## src/rtl/seg_scan_ctrl_if.sv

```systemverilog
// Display bundle for seg_scan_ctrl: per-digit inputs from the producer, multiplexed drive outputs.
// master = producer/consumer side, slave = scan controller.
interface seg_scan_ctrl_if #(
    parameter int unsigned N_DIGITS = 8
);
    logic [4*N_DIGITS-1:0] data;
    logic [N_DIGITS-1:0]   dp;
    logic [N_DIGITS-1:0]   en_mask;
    logic [N_DIGITS-1:0]   an_n;
    logic [6:0]            seg_n;
    logic                  dp_n;
    logic                  frame_done;

    modport master (
        output data, dp, en_mask,
        input  an_n, seg_n, dp_n, frame_done
    );

    modport slave (
        input  data, dp, en_mask,
        output an_n, seg_n, dp_n, frame_done
    );
endinterface

```

## src/rtl/seg_scan_ctrl.sv

```systemverilog
// Multiplexed seven-segment scan controller with frame-coherent shadow registers.
// Optional macro SEG_LZ_SUPPRESS_EN blanks leading-zero positions (position 0 always shown).
module seg_scan_ctrl #(
    parameter int unsigned N_DIGITS = 8,
    parameter int unsigned TICK_DIV = 100000
) (
    input logic             clk,
    input logic             rst,
    seg_scan_ctrl_if.slave  bus_io
);
    localparam int unsigned CntW = (TICK_DIV > 1) ? $clog2(TICK_DIV) : 1;
    localparam int unsigned PtrW = $clog2(N_DIGITS);
    localparam logic [CntW-1:0] CntMax = CntW'(TICK_DIV - 1);
    localparam logic [PtrW-1:0] PtrTop = PtrW'(N_DIGITS - 1);

    typedef enum logic [0:0] {StLoad, StScan} state_e;

    state_e                state_q, state_d;
    logic [CntW-1:0]       cnt_q, cnt_d;
    logic [PtrW-1:0]       ptr_q, ptr_d;
    logic [4*N_DIGITS-1:0] data_sh_q, data_sh_d;
    logic [N_DIGITS-1:0]   dp_sh_q, dp_sh_d;
    logic [N_DIGITS-1:0]   en_sh_q, en_sh_d;
    logic [N_DIGITS-1:0]   an_n_q, an_n_d;
    logic [6:0]            seg_n_q, seg_n_d;
    logic                  dp_n_q, dp_n_d;

    logic       tick, wrap, snap, lit, en_cur, dp_cur;
    logic [3:0] nib;
`ifdef SEG_LZ_SUPPRESS_EN
    logic [N_DIGITS-1:0] lz;
    logic                lz_run;
`endif

    function automatic logic [6:0] hex2seg_n(input logic [3:0] h);
        logic [6:0] s;
        unique case (h)
            4'h0: s = 7'h40;
            4'h1: s = 7'h79;
            4'h2: s = 7'h24;
            4'h3: s = 7'h30;
            4'h4: s = 7'h19;
            4'h5: s = 7'h12;
            4'h6: s = 7'h02;
            4'h7: s = 7'h78;
            4'h8: s = 7'h00;
            4'h9: s = 7'h10;
            4'hA: s = 7'h08;
            4'hB: s = 7'h03;
            4'hC: s = 7'h46;
            4'hD: s = 7'h21;
            4'hE: s = 7'h06;
            4'hF: s = 7'h0E;
        endcase
        return s;
    endfunction

    // The dwell counter is held during the post-reset load so the first digit gets a full dwell.
    always_comb begin
        state_d = StScan;
        tick    = (state_q == StScan) && (cnt_q == CntMax);
        wrap    = tick && (ptr_q == '0);
        snap    = wrap || (state_q == StLoad);
        cnt_d   = cnt_q;
        if (state_q == StScan) begin
            cnt_d = tick ? '0 : cnt_q + CntW'(1);
        end
        ptr_d = ptr_q;
        if (tick) begin
            ptr_d = (ptr_q == '0) ? PtrTop : ptr_q - PtrW'(1);
        end
        data_sh_d = snap ? bus_io.data    : data_sh_q;
        dp_sh_d   = snap ? bus_io.dp      : dp_sh_q;
        en_sh_d   = snap ? bus_io.en_mask : en_sh_q;
    end

    always_comb begin
        nib    = 4'h0;
        en_cur = 1'b0;
        dp_cur = 1'b0;
        for (int j = 0; j < N_DIGITS; j++) begin
            if (ptr_q == PtrW'(j)) begin
                nib    = data_sh_q[4*j +: 4];
                en_cur = en_sh_q[j];
                dp_cur = dp_sh_q[j];
            end
        end
`ifdef SEG_LZ_SUPPRESS_EN
        lz     = '0;
        lz_run = 1'b1;
        for (int j = int'(N_DIGITS) - 1; j >= 0; j--) begin
            lz_run = lz_run && (data_sh_q[4*j +: 4] == 4'h0);
            lz[j]  = lz_run && (j != 0);
        end
        lit = en_cur;
        for (int j = 0; j < N_DIGITS; j++) begin
            if (ptr_q == PtrW'(j) && lz[j]) begin
                lit = 1'b0;
            end
        end
`else
        lit = en_cur;
`endif
        for (int j = 0; j < N_DIGITS; j++) begin
            an_n_d[j] = !(lit && (ptr_q == PtrW'(j)));
        end
        seg_n_d = lit ? hex2seg_n(nib) : 7'h7F;
        dp_n_d  = !(lit && dp_cur);
    end

    always_ff @(posedge clk) begin
        if (rst) begin
            state_q   <= StLoad;
            cnt_q     <= '0;
            ptr_q     <= PtrTop;
            data_sh_q <= '0;
            dp_sh_q   <= '0;
            en_sh_q   <= '0;
            an_n_q    <= '1;
            seg_n_q   <= 7'h7F;
            dp_n_q    <= 1'b1;
        end else begin
            state_q   <= state_d;
            cnt_q     <= cnt_d;
            ptr_q     <= ptr_d;
            data_sh_q <= data_sh_d;
            dp_sh_q   <= dp_sh_d;
            en_sh_q   <= en_sh_d;
            an_n_q    <= an_n_d;
            seg_n_q   <= seg_n_d;
            dp_n_q    <= dp_n_d;
        end
    end

    assign bus_io.an_n       = an_n_q;
    assign bus_io.seg_n      = seg_n_q;
    assign bus_io.dp_n       = dp_n_q;
    // Gated by rst so a reset landing on the wrap cycle aborts the frame without a pulse.
    assign bus_io.frame_done = wrap && !rst;
endmodule
```

## src/flat_wrapper.sv

```systemverilog
// flat-port wrapper written by rule: the top's interface ports become plain ports
module seg_scan_ctrl_flat 
#(
    parameter int unsigned N_DIGITS = 8,
    parameter int unsigned TICK_DIV = 100000
)
  (clk, rst, bus_io_data, bus_io_dp, bus_io_en_mask, bus_io_an_n, bus_io_seg_n, bus_io_dp_n, bus_io_frame_done);
  seg_scan_ctrl_if #(.N_DIGITS(N_DIGITS)) bus_io_i ();
  input logic clk;
  input logic rst;
  input wire logic [$bits(bus_io_i.data)-1:0] bus_io_data;
  input wire logic [$bits(bus_io_i.dp)-1:0] bus_io_dp;
  input wire logic [$bits(bus_io_i.en_mask)-1:0] bus_io_en_mask;
  output wire logic [$bits(bus_io_i.an_n)-1:0] bus_io_an_n;
  output wire logic [$bits(bus_io_i.seg_n)-1:0] bus_io_seg_n;
  output wire logic [$bits(bus_io_i.dp_n)-1:0] bus_io_dp_n;
  output wire logic [$bits(bus_io_i.frame_done)-1:0] bus_io_frame_done;
  assign bus_io_i.data = bus_io_data;
  assign bus_io_i.dp = bus_io_dp;
  assign bus_io_i.en_mask = bus_io_en_mask;
  assign bus_io_an_n = bus_io_i.an_n;
  assign bus_io_seg_n = bus_io_i.seg_n;
  assign bus_io_dp_n = bus_io_i.dp_n;
  assign bus_io_frame_done = bus_io_i.frame_done;
  seg_scan_ctrl #(.N_DIGITS(N_DIGITS), .TICK_DIV(TICK_DIV)) u_core (.clk(clk), .rst(rst), .bus_io(bus_io_i));
endmodule
```

## config.mk

```make
export PLATFORM = sky130hd
export DESIGN_NAME = seg_scan_ctrl_flat
export DESIGN_NICKNAME = d
export VERILOG_FILES = /design/src/rtl/seg_scan_ctrl_if.sv /design/src/rtl/seg_scan_ctrl.sv /design/src/flat_wrapper.sv
export SDC_FILE = /design/constraint.sdc
export NUM_CORES = 1
export LEC_CHECK = 0
export BUFFER_PORTS_ARGS = -buffer_cell sky130_fd_sc_hd__buf_4
export CAP_MARGIN = 20
export CORE_UTILIZATION = 45
export DETAILED_ROUTE_END_ITERATION = 7
export PLACE_DENSITY_LB_ADDON = 0.25
export SETUP_SLACK_MARGIN = 0.15
export SYNTH_ARGS = -nofsm -noshare
export SYNTH_HDL_FRONTEND = slang
export SYNTH_SLANG_ARGS = --single-unit
```

## constraint.sdc

```tcl
create_clock -name clk -period 4.75 [get_ports clk]
set_input_delay 0.2375 -clock clk [delete_from_list [all_inputs] [get_ports clk]]
set_output_delay 0.2375 -clock clk [all_outputs]
set_load 0.03 [all_outputs]
```

# Word-level counts from Yosys, hierarchy flattened
# Memory sizes are Yosys's and may differ from the RTL's. A register that Yosys moved wholly into a read port is not among the register bits.
# Index checks and enable logic that the tools add are counted.
[totals] ff_bits=78 romBits=112 input_bits=50 out_inout_bits=17 word_cells=73 memories=1
[mem_list] name="(no name shown)" words=16 width=7 rd=1 rd_clocked_by_memory_dff=1 wr=0 line="seg_scan_ctrl.sv:37" rtl="unique case (h)"
[classes] addsub=2 eq_ne=8 n_mux=27 bitwise_logic=2 reduce_logical=25
[ops] cell="4-bit two-way mux" n=8
[ops] cell="17-bit by 1-bit adder with 17-bit output, second input constant" n=1
[ops] cell="17-bit == test, second input constant" n=1
[ops] cell="1-bit two-way mux" n=17
[ops] cell="17-bit two-way mux" n=1
[ops] cell="3-bit == test, second input constant" n=4
[ops] cell="1-bit logical AND" n=12
[ops] cell="1-bit logical NOT" n=10
[ops] cell="3-bit by 2-bit == test with 1-bit output, second input constant" n=2
[ops] cell="3-bit by 1-bit == test with 1-bit output, second input constant" n=1
[ops] cell="3-bit logical NOT" n=1
[ops] cell="3-bit two-way mux" n=1
[ops] cell="3-bit by 1-bit subtractor with 3-bit output, second input constant" n=1
[ops] cell="1-bit inverter" n=2
[ops] cell="2-bit OR reduction" n=1
[ops] cell="1-bit logical OR" n=1

# Longest topological paths before layout
[logic_depth] depth_word=11 mapped_depth=15 ltp_nobuf=12

# Worst setup path before layout
# Ideal clock, no wire load.
[synth_timing] path_type="register to register" startpoint="reg u_core.ptr_q[1]" endpoint="reg u_core.seg_n_q[5], in the netlist u_core.bus_io.seg_n[5]" setup_ps=139 arrival_ps=2312 t_required_ps=4611 path_slack_ps=2299 path_stages_with_launch=14 period_less_slack_ps=2451 path_cell_list="dfxtp_1 -> inv_1 -> ha_1 -> buf_2 -> buf_2 -> buf_2 -> nor2b_1 -> o31ai_1 -> a22o_1 -> inv_1 -> ha_1 -> o221ai_1 -> a21boi_0 -> o221ai_1"
[synth_between] elab_chain_len=11 elab_cells_between_ends=26 classes_between="eq/ne (7); mux (16); bitwise (1); reduce/logical (2)"
[synth_rtl] item="from (decl)" line="seg_scan_ctrl.sv:20" rtl="logic [PtrW-1:0] ptr_q, ptr_d;"
[synth_rtl] item="from (signal assigned)" line="seg_scan_ctrl.sv:115" rtl="ptr_q <= PtrTop;"
[synth_rtl] item="from (signal assigned)" line="seg_scan_ctrl.sv:125" rtl="ptr_q <= ptr_d;"
[synth_rtl] item="3-bit logical NOT" line="seg_scan_ctrl.sv:82" rtl="if (ptr_q == PtrW'(j)) begin"
[synth_rtl] item="1-bit two-way mux (8 in series)" line="seg_scan_ctrl.sv:82"
[synth_rtl] item="1-bit inverter (no line)"
[synth_rtl] item="2-bit OR reduction (no line)"
[synth_rtl] item="to (decl)" line="seg_scan_ctrl.sv:25" rtl="logic [6:0] seg_n_q, seg_n_d;"
# Parallel ways exist; a longest one is shown, timed or not.
# A chain may end at the register's enable or synchronous reset.

# Worst setup path in the final report
# Ends and elaborated chain as after synthesis.

==> metrics.cfg <==
[yosys]
synth_seq_area_share=0.435
synth_edf_count=0
yosys_warnings=0
syn_inst=482
ys.flop_type=dfxtp_1
avgSynthCellArea_sq_um=8.12
yosys.area.top_type_share=0.435
ys_types=52
synth_area_leader_cell=dfxtp_1
synthTopCellsByArea=dfxtp_1 43%, nand2_1 13%, a21oi_1 7.5%
synthArstFlopShare=0
syn-cell-area_sq_um=3920
synth-seq-cells=85
syn_nets=544

[layout]
layout_common_cells=132 x nand2_1, 85 x dfxtp_1, 67 x buf_4, 59 x a21oi_1, 26 x nor2_1
nets=590
layout_commonest_cell=nand2_1
seq_area_sq_um=1700
diodes=0
fin_util=0.555
fill_cells=789
multi_input_area_sq_um=1980
drive_above_1_share=0.180
area_growth_pct=17.7

[place]
io_buffers=66
dp_hpwl_um=6000
dp_slack_ps=1710
place_congestion=0.810

[pwr]
power.share.combinational=0.082
p_clk_frac=0.388
p_int_mw=1.09
power.density_nw_per_um2=309
p_sw_frac=0.234
power_frac_seq=0.530
ir_worst_vdd_v=0.000162
switching_power_uw=334
p_total_mw=1.42
leakagePower_nw=1.90

[worst_setup_path]
crit_fanout=28
cp_slowest_cell=ha_1
endpoint_kind=register
critPathRequiredTime_ps=4970
crit_chain=inv_1 -> ha_1 -> a221oi_1 -> o32ai_1 -> a22o_1 -> inv_1 -> ha_1 -> o221ai_1 -> a21boi_0 -> o221ai_1
cp.arrival_ps=3300
cp_slowest_stage_delay_ps=740
critPathKind=reg -> reg
startpoint_type=register

[route]
vias=3369
wl_per_cell_um=13.7
vias_per_cell=5.28
initialDrtViolationCount=145
first_pass_iters=5
antenna_left=0
drc=0
routed_wl_um=8740

[die]
die_w_um=95.3
fp.coreArea_sq_um=8300
die_h_um=95.3
rows=33
ios=67
initial_utilization=0.472
dieArea_sq_um=9080

[sta]
slew_viol_final=0
period_share=0.649
final_hold_viol_count=0
fmax_mhz=324
worst_pin_slew_ps=912
setup_slack_ps=1670
finalSetupViolCount=0
fin_skew_ps=9.94
period_needed_ps=3080
slew_headroom=0.392
rsz0062_at_grt=false
tns_ps=0

[cts]
clock_latency_ps=360
cts_sinks=85
cts-resized-gates=0
clk_path_buf_depth=2
clkTransAtPathRegs_ps=90
numCtsBuffers=9
post_cts_buffers=0
cts_tree=built
htreeDepth=3
root_buffer=clkbuf_8
cts_hold_buf=0

[global_route]
grt_max_degree=55
grt_pass1_vias=3143
grt_remaining_overflow=0
grt_use_total=0.203
antenna_found_initial=0
grt_pass1_wl_um=14100

[flow_run]
cap_violations=0

[worst_hold_path]
hp-class=in -> reg

[run_status]
outcome=finished clean

Yosys cell counts (all sizes together) (2+ instances only):
library cell,n
nand4,6
and4,2
o221ai,4
clkbuf,8
nor2b,11
nand2,132
a211oi,2
nor3,5
a22o,3
nand2b,5
mux2i,3
nand3b,6
xnor2,3
nor3b,2
a21boi,2
xor2,12
buf,25
o21ai,13
dfxtp,85
ha,12
o211ai,4
nor2,26
and3,2
mux2,2
a221oi,3
inv,12
a21oi,59
a21o,3
nand3,12
o22ai,2
and2,2
worst max-delay path: cells and delay by family (launching register included):
family | cells | cell delay, ps
fa+ha+maj | 2 | 990
flops | 1 | 340
compound gates | 6 | 1350
buf+inv | 2 | 250
area by class of cell:
cell class	instances	share of cell area
clock buffers	10	0.0277
repair buffers	68	0.115
well taps	105	0.0285
multi-input cells	352	0.431
clock inverters	6	0.0190
inverters	12	0.00977
flip-flops and latches	85	0.369
power by group through the flow:
stage	logic (mW)	clock network (mW)	registers, mW
after floorplan	0.0673	0	0.770
after global placement	0.112	0	0.772
after detailed placement	0.114	0	0.772
after CTS	0.115	0.561	0.755
after global routing	0.130	0.590	0.759
final	0.117	0.552	0.755
registers in the layout, indices dropped and copies added (netlist names):
register,count
u_core.ptr_q,3
u_core.state_q,1
u_core.dp_sh_q,8
u_core.bus_io.dp_n,1
u_core.bus_io.an_n,8
u_core.bus_io.seg_n,7
u_core.data_sh_q,32
u_core.en_sh_q,8
u_core.cnt_q,17
final timing paths:
path | depth (start not counted) | slack (ps) | end | startpoint
setup reg to reg | 10 | 1670 | u_core.bus_io.seg_n[5] | u_core.ptr_q[1]
setup / recovery | 10 | 1670 | u_core.bus_io.seg_n[5] | u_core.ptr_q[1]
hold reg to reg | 2 | 450 | u_core.data_sh_q[29] | u_core.data_sh_q[29]
hold / removal | 3 | 120 | u_core.data_sh_q[17] | bus_io_data[17]
metal layers:
layer  vias to the layer above  global-route usage  wire length, um
li1                       1705                   -                -
met5                         -                   0                0
met3                        17              0.0566              418
met1                      1555               0.249             3970
met2                        92               0.336             4180
met4                         0              0.0783              175
per-stage QoR:
stage,instance area (sq um),instances,hold slack (ps)
final,4610,638,116
after detailed placement,4370,621,446
after global placement,4370,621,441
after global routing,4610,638,111
after CTS,4580,637,109
after floorplan,3920,482,378
kinds of logic after synthesis:
logic type,Yosys count,share of synthesized area
and+or+nand+nor,214,0.246
AOI/OAI and AO/OA,105,0.167
DFF,85,0.435
buffers and inverters,45,0.0614
xor gates and xnor gates,15,0.0336
adders and majority gates,12,0.0383
muxes,6,0.0192
Note: power is estimated with default switching activity, not from simulation.
